## src/rtl/tfe_host_pkg.sv

```systemverilog
// Shared types and constants for the TensorFlowE host-side link master.
package tfe_host_pkg;

  localparam int BYTES_OUT      = 4;
  localparam int BYTES_IN       = 2;
  localparam int IDX_W          = $clog2(BYTES_OUT);
  localparam int PULSE_W_DEF    = 4;
  localparam int WAIT_CYC_DEF   = 16;
  localparam int RD_TIMEOUT_DEF = 255;

  typedef enum logic [2:0] {
    ST_IDLE  = 3'd0,
    ST_SEND  = 3'd1,
    ST_WAIT  = 3'd2,
`ifdef TFE_HOST_CLEAR_EN
    ST_CLEAR = 3'd3,
`endif
    ST_ACCU  = 3'd4,
    ST_READ  = 3'd5,
    ST_RESP  = 3'd6
  } state_t;

  // Outgoing byte order: A low, A high, B low, B high.
  function automatic logic [7:0] sel_byte(input logic [15:0] a, input logic [15:0] b,
                                          input logic [IDX_W-1:0] idx);
    logic [7:0] r;
    case (idx)
      2'd0:    r = a[7:0];
      2'd1:    r = a[15:8];
      2'd2:    r = b[7:0];
      default: r = b[15:8];
    endcase
    return r;
  endfunction

endpackage

```

## src/rtl/tfe_pulse_gen.sv

```systemverilog
// One-shot strobe: PULSE_W cycles high then PULSE_W cycles low; done flags the last gap cycle.
module tfe_pulse_gen #(
  parameter int PULSE_W = 4
) (
  input  logic clk,
  input  logic rst,
  input  logic i_start,
  output logic o_pulse,
  output logic o_done
);

  localparam int CW = $clog2(2 * PULSE_W);
  localparam logic [CW-1:0] HI_CNT = CW'(PULSE_W);
  localparam logic [CW-1:0] LAST   = CW'(2 * PULSE_W - 1);

  logic          r_busy;
  logic [CW-1:0] r_cnt;

  always_ff @(posedge clk) begin
    if (rst) begin
      r_busy <= 1'b0;
      r_cnt  <= '0;
    end else if (i_start) begin
      // A start on the done cycle chains windows back to back.
      r_busy <= 1'b1;
      r_cnt  <= '0;
    end else if (r_busy) begin
      if (r_cnt == LAST) begin
        r_busy <= 1'b0;
        r_cnt  <= '0;
      end else begin
        r_cnt <= r_cnt + 1'b1;
      end
    end
  end

  assign o_pulse = r_busy && (r_cnt < HI_CNT);
  assign o_done  = r_busy && (r_cnt == LAST);

endmodule

```

## src/rtl/tfe_host_master.sv

```systemverilog
// Host initiator for the TensorFlowE byte-strobe link: send A/B, clear/accumulate, read result.
// Optional clear phase enabled by defining TFE_HOST_CLEAR_EN.
module tfe_host_master
  import tfe_host_pkg::*;
#(
  parameter int PULSE_W    = PULSE_W_DEF,
  parameter int WAIT_CYC   = WAIT_CYC_DEF,
  parameter int RD_TIMEOUT = RD_TIMEOUT_DEF
) (
  input  logic        clk,
  input  logic        rst,
  input  logic        cmd_valid,
  output logic        cmd_ready,
  input  logic [15:0] cmd_a,
  input  logic [15:0] cmd_b,
  input  logic        cmd_clear,
  output logic        rsp_valid,
  input  logic        rsp_ready,
  output logic [15:0] rsp_data,
  output logic        rsp_timeout,
  output logic [7:0]  tfe_dat_o,
  output logic        tfe_wr_o,
  output logic        tfe_clear_o,
  output logic        tfe_accu_o,
  output logic        tfe_rd_o,
  input  logic [7:0]  tfe_dat_i,
  input  logic        tfe_vld_i
);

  localparam int WW = $clog2(WAIT_CYC + 1);
  localparam int TW = $clog2(RD_TIMEOUT + 1);
  localparam logic [WW-1:0]    WAIT_LAST = WW'(WAIT_CYC - 1);
  localparam logic [TW-1:0]    TO_LAST   = TW'(RD_TIMEOUT - 1);
  localparam logic [IDX_W-1:0] OUT_LAST  = IDX_W'(BYTES_OUT - 1);
  localparam logic [IDX_W-1:0] IN_LAST   = IDX_W'(BYTES_IN - 1);

  state_t           r_state, w_nxt;
  logic             w_start, w_pulse, w_pdone;
  logic [15:0]      r_a, r_b;
  logic [IDX_W-1:0] r_idx;
  logic [WW-1:0]    r_wcnt;
  logic [TW-1:0]    r_tcnt;
  logic             r_got, r_gap, r_cmd_ready, r_rsp_to;
  logic [15:0]      r_rsp_data;
  logic             w_hs, w_have, w_gap, w_tout, w_rd_adv;

`ifdef TFE_HOST_CLEAR_EN
  logic r_clr;
`else
  logic w_unused_clr;
  assign w_unused_clr = cmd_clear;
`endif

  assign w_hs     = cmd_valid && r_cmd_ready && (r_state == ST_IDLE);
  assign w_have   = r_got || tfe_vld_i;
  assign w_gap    = w_pdone || r_gap;
  assign w_tout   = (r_state == ST_READ) && !w_have && (r_tcnt == TO_LAST);
  assign w_rd_adv = (r_state == ST_READ) && w_gap && w_have;

  tfe_pulse_gen #(.PULSE_W(PULSE_W)) u_pulse (
    .clk     (clk),
    .rst     (rst),
    .i_start (w_start),
    .o_pulse (w_pulse),
    .o_done  (w_pdone)
  );

  always_ff @(posedge clk) begin
    if (rst) r_state <= ST_IDLE;
    else     r_state <= w_nxt;
  end

  // w_start is raised one cycle ahead so each strobe rises on the first cycle of its phase.
  always_comb begin
    w_nxt   = r_state;
    w_start = 1'b0;
    case (r_state)
      ST_IDLE: if (w_hs) begin
        w_nxt   = ST_SEND;
        w_start = 1'b1;
      end
      ST_SEND: if (w_pdone) begin
        if (r_idx == OUT_LAST) w_nxt = ST_WAIT;
        else                   w_start = 1'b1;
      end
      ST_WAIT: if (r_wcnt == WAIT_LAST) begin
        w_start = 1'b1;
`ifdef TFE_HOST_CLEAR_EN
        w_nxt   = r_clr ? ST_CLEAR : ST_ACCU;
`else
        w_nxt   = ST_ACCU;
`endif
      end
`ifdef TFE_HOST_CLEAR_EN
      ST_CLEAR: if (w_pdone) begin
        w_nxt   = ST_ACCU;
        w_start = 1'b1;
      end
`endif
      ST_ACCU: if (w_pdone) begin
        w_nxt   = ST_READ;
        w_start = 1'b1;
      end
      ST_READ: begin
        if (w_tout) w_nxt = ST_RESP;
        else if (w_rd_adv) begin
          if (r_idx == IN_LAST) w_nxt = ST_RESP;
          else                  w_start = 1'b1;
        end
      end
      ST_RESP: if (rsp_ready) w_nxt = ST_IDLE;
      default: w_nxt = ST_IDLE;
    endcase
  end

  always_ff @(posedge clk) begin
    if (rst) begin
      r_a <= '0; r_b <= '0; r_idx <= '0; r_wcnt <= '0; r_tcnt <= '0;
      r_got <= 1'b0; r_gap <= 1'b0; r_cmd_ready <= 1'b0;
      r_rsp_data <= '0; r_rsp_to <= 1'b0;
`ifdef TFE_HOST_CLEAR_EN
      r_clr <= 1'b0;
`endif
    end else begin
      r_cmd_ready <= (w_nxt == ST_IDLE);
      r_wcnt      <= (r_state == ST_WAIT) ? r_wcnt + 1'b1 : '0;
      if (w_hs) begin
        r_a        <= cmd_a;
        r_b        <= cmd_b;
        r_idx      <= '0;
        r_rsp_data <= '0;
        r_rsp_to   <= 1'b0;
`ifdef TFE_HOST_CLEAR_EN
        r_clr      <= cmd_clear;
`endif
      end
      if (r_state == ST_SEND && w_pdone && r_idx != OUT_LAST) r_idx <= r_idx + 1'b1;
      if (r_state == ST_ACCU) r_idx <= '0;
      if (r_state == ST_READ) begin
        r_tcnt <= r_tcnt + 1'b1;
        if (w_pdone) r_gap <= 1'b1;
        // First valid of the byte wins, whether it lands in the high or low phase.
        if (tfe_vld_i && !r_got) begin
          r_got <= 1'b1;
          if (r_idx == '0) r_rsp_data[7:0]  <= tfe_dat_i;
          else             r_rsp_data[15:8] <= tfe_dat_i;
        end
        if (w_tout) begin
          r_rsp_data <= '0;
          r_rsp_to   <= 1'b1;
        end
        if (w_rd_adv && r_idx != IN_LAST) r_idx <= r_idx + 1'b1;
      end
      if (w_start) begin
        r_tcnt <= '0;
        r_got  <= 1'b0;
        r_gap  <= 1'b0;
      end
    end
  end

  assign cmd_ready   = r_cmd_ready;
  assign rsp_valid   = (r_state == ST_RESP);
  assign rsp_data    = r_rsp_data;
  assign rsp_timeout = r_rsp_to;
  assign tfe_dat_o   = (r_state == ST_SEND) ? sel_byte(r_a, r_b, r_idx) : 8'h00;
  assign tfe_wr_o    = w_pulse && (r_state == ST_SEND);
  assign tfe_accu_o  = w_pulse && (r_state == ST_ACCU);
  assign tfe_rd_o    = w_pulse && (r_state == ST_READ);
`ifdef TFE_HOST_CLEAR_EN
  assign tfe_clear_o = w_pulse && (r_state == ST_CLEAR);
`else
  assign tfe_clear_o = 1'b0;
`endif

endmodule

```

## config.mk

```make
export PLATFORM = sky130hd
export DESIGN_NAME = tfe_host_master
export DESIGN_NICKNAME = d
export VERILOG_FILES = /design/src/rtl/tfe_host_pkg.sv /design/src/rtl/tfe_pulse_gen.sv /design/src/rtl/tfe_host_master.sv
export SDC_FILE = /design/constraint.sdc
export NUM_CORES = 1
export LEC_CHECK = 0
export CORE_AREA = 4 4 92 94
export CTS_BUF_LIST = sky130_fd_sc_hd__clkbuf_16
export CTS_CLUSTER_SIZE = 28
export DETAILED_ROUTE_END_ITERATION = 7
export DIE_AREA = 0 0 96 98
export PLACE_DENSITY = 0.82
export SETUP_SLACK_MARGIN = 0.02
export SYNTH_ARGS = -nofsm -noshare
export SYNTH_HDL_FRONTEND = slang
export SYNTH_SLANG_ARGS = --single-unit
```

## constraint.sdc

```tcl
create_clock -name clk -period 2 [get_ports clk]
set_clock_uncertainty 0.15 [all_clocks]
set_input_delay 0.4 -clock clk [delete_from_list [all_inputs] [get_ports clk]]
set_output_delay 0.4 -clock clk [all_outputs]
set_load 0.03 [all_outputs]
```

# Word level (Yosys, flattened, before mapping)
# Cells that the tools add are included.
[op_classes] n_addsub=4 n_lt_le_gt_ge=1 n_eq_ne=13 n_mux=39 bitwise_logic=1 n_reduce_logical=26
[op_table] cell="16-bit 2-to-1 mux" count=4
[op_table] cell="3-bit 2-to-1 mux" count=10
[op_table] cell="8-bit 2-to-1 mux" count=3
[op_table] cell="8-bit one-hot mux with 3 select lines" count=1
[op_table] cell="3-bit one-hot mux with 6 select lines" count=1
[op_table] cell="1-bit logical AND" count=15
[op_table] cell="1-bit 2-to-1 mux" count=14
[op_table] cell="3-bit equality test, second input constant" count=4
[op_table] cell="2-bit 2-to-1 mux" count=5
[op_table] cell="8-bit by 1-bit adder with 8-bit output, second input constant" count=1
[op_table] cell="8-bit equality test, second input constant" count=1
[op_table] cell="3-bit logical NOT" count=2
[op_table] cell="5-bit by 1-bit adder with 5-bit output, second input constant" count=1
[op_table] cell="5-bit by 4-bit equality test with 1-bit output, second input constant" count=1
[op_table] cell="1-bit one-hot mux with 5 select lines" count=1
[op_table] cell="2-bit equality test, second input constant" count=2
[op_table] cell="2-bit AND reduction" count=2
[op_table] cell="2-bit OR reduction" count=2
[op_table] cell="3-bit by 1-bit adder with 3-bit output, second input constant" count=1
[op_table] cell="3-bit by 1-bit equality test with 1-bit output, second input constant" count=1
[op_table] cell="3-bit by 2-bit equality test with 1-bit output, second input constant" count=1
[op_table] cell="3-bit < comparator, second input constant" count=1
[op_table] cell="2-bit by 1-bit adder with 2-bit output, second input constant" count=1
[op_table] cell="2-bit by 1-bit equality test with 1-bit output, second input constant" count=1
[op_table] cell="other kinds (6)" count=8
[word_totals] register_bits=74 input_bits=46 output_inout_bits=31

# Logic depth before layout (Yosys ltp)
# Gate-level depths: netlist of run 1.
[logic_depth] depth_word=9 mapped_depth=8 ltp_nobuf=7

# Cells and area by module
# Synthesis of run 1 repeated with hierarchy kept, for this count alone.
[unflattened] hier_cells=406 area_unflattened_um2=3285.7
[by_module_without_submodules] module="tfe_host_master" n_inst=1 cells_per_inst=387 area_per_inst_um2=3088.0 seq_area_each_um2=1401.3
[by_module_without_submodules] module="tfe_pulse_gen" n_inst=1 cells_per_inst=19 area_per_inst_um2=197.7 seq_area_each_um2=80.1

# Worst setup path before layout of run 1
# No wires, ideal clock.
[synth_path] path_type="reg-to-output" startpoint="register r_idx[0]" endpoint="output port tfe_dat_o[0]" arrival_ns=1.540 required_ns=1.450 path_slack_ns=-0.090 stages_incl_launch_ff=6 path_cell_list="dfxtp_1 > ha_1 > clkbuf_1 > buf_1 > a21oi_1 > nor2_1"
[synth_via] elab_chain_cells=3 word_cells_on_any_way=5 cone_classes="2 x eq/ne; 2 x mux; 1 x reduce/logical"
[synth_rtl] element="start, declared" line="tfe_host_master.sv:40" source="logic [IDX_W-1:0] r_idx;"
[synth_rtl] element="start signal, assigned" line="tfe_host_master.sv:137" source="if (r_state == ST_SEND && w_pdone && r_idx != OUT_LAST) r_idx <= r_idx + 1'b1;"
[synth_rtl] element="start signal, assigned" line="tfe_host_master.sv:152" source="if (w_rd_adv && r_idx != IN_LAST) r_idx <= r_idx + 1'b1;"
[synth_rtl] element="2-bit equality test (tied with other cells)" line="tfe_host_pkg.sv:27" source="case (idx)"
[synth_rtl] element="8-bit one-hot mux with 3 select lines (*)" line="tfe_host_pkg.sv:27"
[synth_rtl] element="8-bit 2-to-1 mux (*)" line="tfe_host_master.sv:166" source="assign tfe_dat_o = (r_state == ST_SEND) ? sel_byte(r_a, r_b, r_idx) : 8'h00;"
[synth_rtl] element="end, declared" line="tfe_host_master.sv:21" source="output logic [7:0] tfe_dat_o,"
# Mark *: on every way between the ends. The rest lies on a longest branch, timed or not.

# Worst setup path after layout of run 1
[layout_path] startpoint="register r_idx[0]" endpoint="output port tfe_dat_o[2]"
# The elaborated chain is that of the path after synthesis.

==> summary.txt, run 1 <==
Worst setup path
  • R2r startpoint: r_state[1]
  • CP arrival: 1.82 ns
  • R2R Path End: r_idx[1]
  • CP max FO: 6
  • CP max-delay cell: a222oi_1
  • CP bufs+invs: 2
  • Worst-path cell chain: inv_4 -> ha_4 -> a222oi_1 -> nor2_1 -> a21oi_2 -> nor2_2 -> buf_6
  • Reg2reg setup slack: -0.01 ns
  • Crit path from: r_idx[0]
  • Delay-heaviest family, CP: compound AO/OA/AOI/OAI gates
  • Worst Setup Start Kind: flip-flop
  • CP peak stage delay: 0.43 ns
  • Worst Path Required: 1.45 ns
  • Reg2reg path depth: 6
  • Nature of the critical path endpoint: output pin
  • WS Path Type: reg -> out

Hold path
  • HP Class: reg -> reg
  • Hold depth: 1
  • Hold Path End: r_wcnt[0]
  • Beginning of the worst hold path: r_wcnt[0]

GRT
  • First-pass GRT wire length: 14700 um
  • Initial antenna violation count: 0
  • GRT overflow: 0
  • GRT Overall Usage: 19.8%
  • Vias in the first global route: 3233
  • Largest net degree at the start of global routing: 52

Synth
  • Syn nets: 464
  • Synth Register Bits: 74
  • Top post-synthesis cells by count: nand2_1 (90), dfxtp_1 (74), a21oi_1 (49)
  • Gate Count Post-Synth: 408
  • Cell Area, Synth: 3380 um2
  • Commonest register cell after synthesis: dfxtp_1
  • Sequential area share after synthesis: 43.9%
  • Area share of the largest cell type after synthesis: 43.9%
  • Count leader, synth: nand2_1
  • Synth warn: 0
  • Syn avg cell area: 8.27 um2
  • Synth top area cells: dfxtp_1 (44%), nand2_1 (10%), a21oi_1 (7.3%)
  • Fraction of registers with async set/reset: 0%
  • Number of synthesized flops with an enable pin: 0
  • Area leader, netlist: dfxtp_1
  • Synth cell types: 51

STA
  • Finish-stage setup viols: 10
  • RSZ-0062 raised after global routing: yes
  • Final period utilization: 119%
  • Final hold violation count: 0
  • Setup TNS: -2.46 ns
  • WHS: 0.302 ns
  • Min Tclk post-route: 2.37 ns
  • Final setup margin: -0.371 ns
  • Final max-slew violation count: 0
  • Peak Freq: 0.422 GHz

Cells and area
  • Layout Utilization: 65.2%
  • Nets: 561
  • Area Overhead vs Synth: 47.6%
  • Share of cells above drive strength 1: 23.9%
  • Fin cells: 612
  • Ant diodes: 0
  • Register area: 1490 um2
  • Fillers: 591
  • Multi-input gate area: 1880 um2

Drt
  • Remaining DRCs: 0
  • Via count: 3271
  • ANT nets after route: 0
  • Drt total wl: 9630 um
  • Routed vias/inst: 5.34
  • DRT iter0 DRCs: 175
  • DR pass1 iterations: 5
  • DR WL/cell: 15.7 um

Outcome
  • Status: complete, but fails checks
  • Failing checks: setup timing

Clock tree
  • CTS Buf Count: 9
  • CTS clock-pin slew for the worst setup and hold paths: 0.06 ns
  • CTS tree: yes
  • Worst skew pair latency: 0.33 ns
  • CTS root buf: clkbuf_16
  • # clock sinks: 74
  • Clk buf depth: 2
  • H-tree Lvls: 3

Floorplanning
  • Die height: 98 um
  • Die footprint: 9410 um2
  • Die width: 96 um
  • Row Count: 32
  • I/O pins: 77
  • Effective utilization at floorplan: 44.1%
  • Core box area: 7650 um2

Placed design
  • Detailed placement HPWL: 6210 um
  • Placed cell count: 580
  • GP Congestion: 0.908
  • PortBufs: 74

Run
  • MaxCap Viol Count: 0

Pwr
  • Cell Pwr Density: 693 nW/um2
  • Leakage Power: 1.83 nW
  • Peak supply drop: 0.000439 V
## logic make-up after synthesis
group / share of synthesized area (%)
and+or+nand+nor: 28.4
AOI/OAI and AO/OA: 14.8
DFF: 43.9
buffers and inverters: 5.60
adders and majority gates: 3.71
xor gates and xnor gates: 2.33
muxes: 1.19
other: 0.111
## layer usage
| metal | part of all wire, % | wire [um] | vias up | global-route usage (%) |
|---|---|---|---|---|
| met5 | 0 | 0 | - | 0 |
| met2 | 53 | 5060 | 125 | 35.4 |
| met3 | 6.0 | 575 | 29 | 4.70 |
| li1 | - | - | 1592 | - |
| met4 | 2.6 | 255 | 0 | 8.97 |
| met1 | 39 | 3740 | 1525 | 21.6 |
## report_power, final
| part | internal, W | leakage (nW) | switching [W] |
|---|---|---|---|
| Clock | 0.000838 | 0.139 | 0.000625 |
| Sequential | 0.00152 | 0.602 | 0.0000384 |
| Combinational | 0.000214 | 1.09 | 0.000214 |
| Total | 0.00257 | 1.83 | 0.000877 |
## final cells by class
cell class              count  share of cell area, %
well taps                 102                   2.56
clock inverters             7                  0.929
repair buffers            115                   23.7
inverters                   8                  0.703
flip-flops and latches     74                   29.9
clock buffers               9                   4.52
multi-input cells         297                   37.6
## flip-flops by register name, indices dropped and copies added, names as in the netlist
name / cells
r_state: 3
r_wcnt: 5
r_gap: 1
u_pulse.r_cnt: 3
r_b: 16
r_got: 1
r_a: 16
cmd_ready: 1
r_idx: 2
rsp_data: 16
r_tcnt: 8
rsp_timeout: 1
u_pulse.r_busy: 1
## cell usage in the layout, fill, tap and decap left out, drive strengths merged, types with 3 or more instances in the layout
cell           instances
a21boi                16
a21oi                 49
a222oi                 8
and3                   3
buf                   53
clkbuf                 9
clkdlybuf4s50         62
dfxtp                 74
ha                    10
inv                   12
mux2i                  4
nand2                 91
nand3                 24
nand4                  3
nor2                  33
nor3                  17
or3                    3
xnor2                  5
xor2                   4
## how the worst max path moves through the flow
stage,end,cells past startpoint
finish,tfe_dat_o[2],7
global route,tfe_dat_o[4],8
CTS,tfe_dat_o[3],8
detailed placement,tfe_dat_o[2],7
global placement,tfe_dat_o[0],7
floorplan,tfe_wr_o,4
## timing repair
action	in CTS	in global routing
cloned	1	0
hold buffers	0	0
resized for setup	88	21
pin swaps	11	14
buffers inserted	11	4
setup endpoints to repair	33	44
## stage by stage
step           setup slack (ns)  cell area, um2  total power, W
2_1_floorplan           0.00238            3400         0.00178
3_3_place_gp             -0.411            4390         0.00195
3_5_place_dp             -0.583            4390         0.00196
4_1_cts                  -0.313            4880         0.00344
5_1_grt                  -0.412            4980         0.00357
6_report                 -0.371            4980         0.00345
(Power assumes the default switching activity.)
==> run 2: changes to the inputs <==
--- a/config.mk
+++ b/config.mk
@@ -5,11 +5,13 @@
 export SDC_FILE = /design/constraint.sdc
 export NUM_CORES = 1
 export LEC_CHECK = 0
-export CORE_AREA = 4 4 92 94
+export CELL_PAD_IN_SITES_DETAIL_PLACEMENT = 0
+export CELL_PAD_IN_SITES_GLOBAL_PLACEMENT = 1
+export CORE_AREA = 4 4 107 109
 export CTS_BUF_LIST = sky130_fd_sc_hd__clkbuf_16
 export CTS_CLUSTER_SIZE = 28
 export DETAILED_ROUTE_END_ITERATION = 7
-export DIE_AREA = 0 0 96 98
+export DIE_AREA = 0 0 111 113
 export PLACE_DENSITY = 0.82
 export SETUP_SLACK_MARGIN = 0.02
 export SYNTH_ARGS = -nofsm -noshare
==> run 2 against run 1 <==
Compared with the run above:
- setup slack gained 0.045 ns
- global-route usage shrank 4.8 points
- wire length shrank 1.8%
- combinational power shrank 7.5%
- total power shrank 0.91%
- first-iteration DRC count shrank 21%
- sequential share of layout area grew 0.71 points
- non-clock buffer count shrank 10
- critical path depth grew 1
- fmax grew 1.9%
- largest cell class unchanged
- cell count grew 4.6%
- die area grew 33%
- the run still ends with setup timing left
==> summary.txt, run 2 (synthesis gave the netlist of run 1 again) <==
Outcome
  • Status: complete, but fails checks
  • Failing checks: setup timing

Floorplanning
  • Row Count: 38 (+19%)
  • Die width: 111 um (+16%)
  • Die height: 113 um (+15%)
  • Core box area: 10600 um2 (+39%)
  • Effective utilization at floorplan: 31.8% (-12 points)
  • I/O pins: 77 (unchanged)
  • Die footprint: 12500 um2 (+33%)

GRT
  • GRT Overall Usage: 15.0% (-4.8 points)
  • First-pass GRT wire length: 15300 um (+3.9%)
  • Largest net degree at the start of global routing: 52 (unchanged)
  • Met2 Usage GRT: 27.7% (-7.7 points)
  • GR peak layer: met2
  • Met1 usage: 16.4% (-5.2 points)
  • GRT overflow: 0 (unchanged)
  • Met3 GRT Util: 3.21% (-1.5 points)
  • Vias in the first global route: 3208 (-0.77%)
  • Initial antenna violation count: 0 (unchanged)

Placed design
  • Placed cell count: 616 (+6.2%)
  • GP Congestion: 0.797 (-12%)
  • PortBufs: 74 (unchanged)
  • Detailed placement HPWL: 6700 um (+7.8%)

Clock tree
  • CTS clock-pin slew for the worst setup and hold paths: 0.06 ns (about the same)
  • Worst skew pair latency: 0.33 ns (about the same)
  • CTS root buf: clkbuf_16
  • H-tree Lvls: 3 (unchanged)
  • # clock sinks: 74 (unchanged)
  • CTS Buf Count: 9 (unchanged)
  • Clk buf depth: 2 (unchanged)
  • CTS tree: yes

Worst setup path
  • WS Path Type: reg -> out
  • CP max FO: 8 (+2)
  • Reg2reg setup slack: 0.04 ns (+0.05 ns)
  • Reg2reg path depth: 7 (+1)
  • CP max-delay cell: dfxtp_4
  • Crit path capture: tfe_dat_o[7]
  • Delay-heaviest family, CP: compound AO/OA/AOI/OAI gates
  • Crit path from: r_idx[0]
  • CP most frequent cell: buf_6
  • Worst-path cell chain: inv_4 -> ha_4 -> buf_6 -> a222oi_1 -> nor2_1 -> a21oi_2 -> nor2_2 -> buf_6
  • CP peak stage delay: 0.38 ns (-0.05 ns)
  • Worst Path Required: 1.45 ns (about the same)
  • Nature of the critical path endpoint: output pin
  • R2r startpoint: r_idx[1]
  • Worst Setup Start Kind: flip-flop
  • CP bufs+invs: 3 (+1)
  • Levels on crit path: 8 (+1)
  • R2R Path End: r_idx[0]
  • CP arrival: 1.78 ns (-0.04 ns)

STA
  • Final period utilization: 116% (-2.2 points)
  • Setup TNS: -2.01 ns (+0.446 ns)
  • Finish-stage setup viols: 8 (-2)
  • Final hold violation count: 0 (unchanged)
  • Min Tclk post-route: 2.33 ns (-0.0446 ns)
  • RSZ-0062 raised after global routing: yes
  • Final max-slew violation count: 0 (unchanged)
  • Peak Freq: 0.430 GHz (+1.9%)
  • Final setup margin: -0.326 ns (+0.0446 ns)
  • WHS: 0.293 ns (-0.00864 ns)

Cells and area
  • Area Overhead vs Synth: 44.2%
  • Nets: 551 (-1.8%)
  • Layout Utilization: 45.9% (-19 points)
  • Ant diodes: 0 (unchanged)
  • Most common cell after layout, fill and taps aside: nand2_1
  • Fin cells: 640 (+4.6%)
  • Share of cells above drive strength 1: 21.0% (-2.9 points)
  • Most frequent cells in the layout: nand2_1 (90), dfxtp_1 (69), clkdlybuf4s50_1 (62)

Drt
  • DR WL/cell: 14.8 um (-6.1%)
  • Drt total wl: 9450 um (-1.8%)
  • DRT iter0 DRCs: 138 (-21%)
  • ANT nets after route: 0 (unchanged)
  • DR pass1 iterations: 4 (-1)
  • Via count: 3141 (-4.0%)
  • Remaining DRCs: 0 (unchanged)
  • Routed vias/inst: 4.91 (-8.2%)

Pwr
  • Peak supply drop: 0.000436 V (-0.67%)
  • Leakage Power: 1.77 nW (-3.4%)
  • Design Power: 0.00342 W (-0.91%)
  • Cell Pwr Density: 703 nW/um2 (+1.4%)

Hold path
  • HP Class: reg -> reg

Run
  • MaxCap Viol Count: 0 (unchanged)
## run 2: report_power, final
part | leakage [nW] | internal [W] | switching [W]
Sequential | 0.602 | 0.00152 | 0.0000357
Clock | 0.133 | 0.000836 | 0.000631
Combinational | 1.03 | 0.000194 | 0.000202
Total | 1.77 | 0.00255 | 0.000869
## run 2: how the worst min path moves through the flow
stage	start	end	slack, ns	cells after the start
after floorplan	r_wcnt[0]	r_wcnt[0]	0.27	1
after global placement	r_wcnt[0]	r_wcnt[0]	0.28	1
after detailed placement	r_wcnt[0]	r_wcnt[0]	0.29	1
after CTS	r_wcnt[0]	r_wcnt[0]	0.30	1
after global routing	r_b[4]	r_b[4]	0.33	2
final	r_wcnt[0]	r_wcnt[0]	0.29	1
## run 2: final cells by class
class / instances / area [um2]
Inverter: 8 / 35.0
Timing Repair Buffer: 105 / 1050
Clock inverter: 7 / 46.3
Tap cell: 140 / 175
Fill cell: 1031 / 5740
Sequential cell: 74 / 1490
Multi-Input combinational cell: 297 / 1850
Clock buffer: 9 / 225
## run 2: routing by layer
layer  wire length, um  up-vias
met1              3830     1462
met5                 0        -
met2              4930       88
met3               440       18
met4               250        0
li1                  -     1573
## run 2: metrics by stage
stage / instance area (um2) / worst slack [ns]
2_1_floorplan: 3400 / 0.00238
3_3_place_gp: 4370 / -0.420
3_5_place_dp: 4370 / -0.490
4_1_cts: 4840 / -0.384
5_1_grt: 4870 / -0.403
6_report: 4870 / -0.326
## run 2: repair_timing
item	CTS	global route
cloned	1	0
hold buffers	0	0
hold endpoints to repair	0	0
buffers inserted	8	0
resized for setup	84	8
pin swaps	15	9
setup endpoints to repair	33	24
==> run 3: changes to the inputs <==
--- a/config.mk
+++ b/config.mk
@@ -13,6 +13,8 @@
 export DETAILED_ROUTE_END_ITERATION = 7
 export DIE_AREA = 0 0 111 113
 export PLACE_DENSITY = 0.82
+export RECOVER_POWER = 100
+export REMOVE_ABC_BUFFERS = 1
 export SETUP_SLACK_MARGIN = 0.02
 export SYNTH_ARGS = -nofsm -noshare
 export SYNTH_HDL_FRONTEND = slang
==> run 3 against run 2 <==
Compared with the run above:
- the run still ends with setup timing left
- cell count is 2.0% higher
- critical path depth stayed put
- fmax is 1.3% lower
- combinational power is 5.6% higher
- global-route usage is 0.071 points lower
- clock power is 10% higher
- die area stayed put
- clock-buffer cell count stayed put
- wire length is 3.3% higher
- total power is 4.8% higher
- critical endpoint unchanged
- largest cell class unchanged
- highest routed layer unchanged
==> summary.txt, run 3 (synthesis gave the netlist of run 1 again) <==
Outcome
  • Status: complete, but fails checks
  • Failing checks: setup timing

Worst setup path
  • Worst Setup Start Kind: flip-flop
  • CP arrival: 1.81 ns (+0.03 ns)
  • Worst Path Required: 1.45 ns (about the same)
  • WS Path Type: reg -> out
  • Nature of the critical path endpoint: output pin
  • CP max FO: 5 (-3)

Cells and area
  • Layout Utilization: 47.0% (+1.1 points)
  • Share of cells above drive strength 1: 21.6% (+0.64 points)
  • Fin cells: 653 (+2.0%)
  • Most frequent cells in the layout: nand2_1 (90), dfxtp_1 (70), clkdlybuf4s50_1 (60)
  • Fillers: 1028 (-0.29%)
  • Most common cell after layout, fill and taps aside: nand2_1
  • Area Overhead vs Synth: 47.6%
  • Ant diodes: 0 (unchanged)
  • Nets: 564 (+2.4%)
  • Post-route cell area: 4980 um2 (+2.4%)

Placed design
  • PortBufs: 74 (unchanged)
  • Detailed placement HPWL: 6380 um (-4.7%)
  • GP Congestion: 0.805 (+0.89%)
  • DP Area: 4370 um2 (about the same)
  • Placed cell count: 619 (+0.49%)
  • Pre-CTS setup slack: -0.502 ns (-0.0122 ns)

Clock tree
  • Worst skew pair latency: 0.33 ns (about the same)
  • CTS tree: yes
  • H-tree Lvls: 3 (unchanged)
  • # clock sinks: 74 (unchanged)
  • Clk buf depth: 2 (unchanged)
  • CTS hold repair buffers: 0 (unchanged)
  • CTS root buf: clkbuf_16
  • CTS clock-pin slew for the worst setup and hold paths: 0.06 ns (about the same)
  • CTS Buf Count: 9 (unchanged)

STA
  • Min Tclk post-route: 2.36 ns (+0.0316 ns)
  • WHS: 0.305 ns (+0.0119 ns)
  • Peak Freq: 0.424 GHz (-1.3%)
  • RSZ-0062 raised after global routing: yes
  • Final max-slew violation count: 0 (unchanged)
  • Final setup margin: -0.358 ns (-0.0316 ns)
  • Finish-stage setup viols: 78 (+70)
  • Final hold violation count: 0 (unchanged)
  • Final period utilization: 118% (+1.6 points)

Drt
  • Routed vias/inst: 4.84 (-1.4%)
  • Remaining DRCs: 0 (unchanged)
  • Drt total wl: 9760 um (+3.3%)
  • ANT nets after route: 0 (unchanged)
  • DR pass1 iterations: 4 (unchanged)
  • DRT iter0 DRCs: 166 (+20%)
  • DR WL/cell: 14.9 um (+1.2%)
  • Via count: 3161 (+0.64%)

Pwr
  • P_int: 0.00270 W (+5.9%)
  • Leakage Power: 1.85 nW (+4.6%)
  • Peak supply drop: 0.000477 V (+9.4%)
  • Switching part of the total: 24.6% (-0.78 points)
  • Clock power frac: 45.1% (+2.2 points)
  • Switch Pwr: 0.000883 W (+1.6%)
  • Combinational Power Share: 11.6% (about the same)
  • Cell Pwr Density: 720 nW/um2 (+2.4%)
  • Sequential Power Share: 43.2% (-2.3 points)

GRT
  • Largest net degree at the start of global routing: 52 (unchanged)
  • GRT Overall Usage: 14.9% (-0.071 points)
  • Initial antenna violation count: 0 (unchanged)
  • Vias in the first global route: 3199 (-0.28%)
  • GRT overflow: 0 (unchanged)
  • First-pass GRT wire length: 15300 um (+0.36%)

Run
  • MaxCap Viol Count: 0 (unchanged)

Floorplanning
  • Row Count: 38 (unchanged)
  • Core box area: 10600 um2 (unchanged)
  • Die width: 111 um (unchanged)
  • Die height: 113 um (unchanged)
  • Die footprint: 12500 um2 (unchanged)
  • Effective utilization at floorplan: 31.8% (unchanged)
  • I/O pins: 77 (unchanged)

Hold path
  • HP Class: reg -> reg
## run 3: cell count changes in the layout (fill, tap and decap cells not counted), moves of 2 or more
cell / change
buf_4: +17
nor2_2: -9
nor2_1: +8
buf_6: -7
clkdlybuf4s50_1: -2
dlygate4sd3_1: +2
inv_6: +2
## run 3: path summary, 6_finish.rpt
check	slack [ns]	end	cells after the start	start
max	-0.36	tfe_dat_o[7]	8	r_idx[0]
min	0.30	r_wcnt[0]	1	r_wcnt[0]
max reg2reg	-0.30	r_idx[1]	6	r_state[0]
min reg2reg	0.30	r_wcnt[0]	1	r_wcnt[0]
## run 3: layout make-up
type	instances	area (um2)	area share, %
flip-flops and latches	74	1490	29.9
clock inverters	7	76.3	1.53
inverters	8	37.5	0.753
clock buffers	9	225	4.52
repair buffers	118	1140	22.8
well taps	140	175	3.52
multi-input cells	297	1840	37.0
## run 3: timing repair
item | CTS | global route
pin swaps | 15 | 8
hold endpoints to repair | 0 | 0
endpoints found under the setup margin | 34 | 36
resized for setup | 77 | 19
cloned | 1 | 2
buffers inserted | 11 | 4
## run 3: stage by stage
stage | power (W) | setup TNS [ns]
floorplan | 0.00174 | -17.47
global placement | 0.00196 | -9.20
detailed placement | 0.00196 | -12.86
CTS | 0.00360 | -2.24
global route | 0.00373 | -20.99
finish | 0.00359 | -15.25
## run 3: critical path: stages (launching register included)
cell,delay [ns]
dfxtp_4,0.40
inv_6,0.05
ha_4,0.18
buf_6,0.12
a222oi_1,0.29
nor2_1,0.08
a21oi_1,0.13
nor2_1,0.07
buf_4,0.16
## run 3: per-layer routing
layer	vias to the layer above	part of all wire, %	wire length, um	global-route usage (%)
li1	1595	-	-	-
met1	1449	43	4150	17.9
met2	107	50	4860	25.7
met3	10	6.7	651	5.08
met4	0	0.97	95	3.94
met5	-	0	0	0
## run 3: power groups by stage
stage,sequential (W),combinational [W],clock (W)
after floorplan,0.00158,0.000159,0
after global placement,0.00159,0.000372,0
after detailed placement,0.00158,0.000378,0
after CTS,0.00155,0.000393,0.00166
after global routing,0.00155,0.000458,0.00172
final,0.00155,0.000418,0.00162
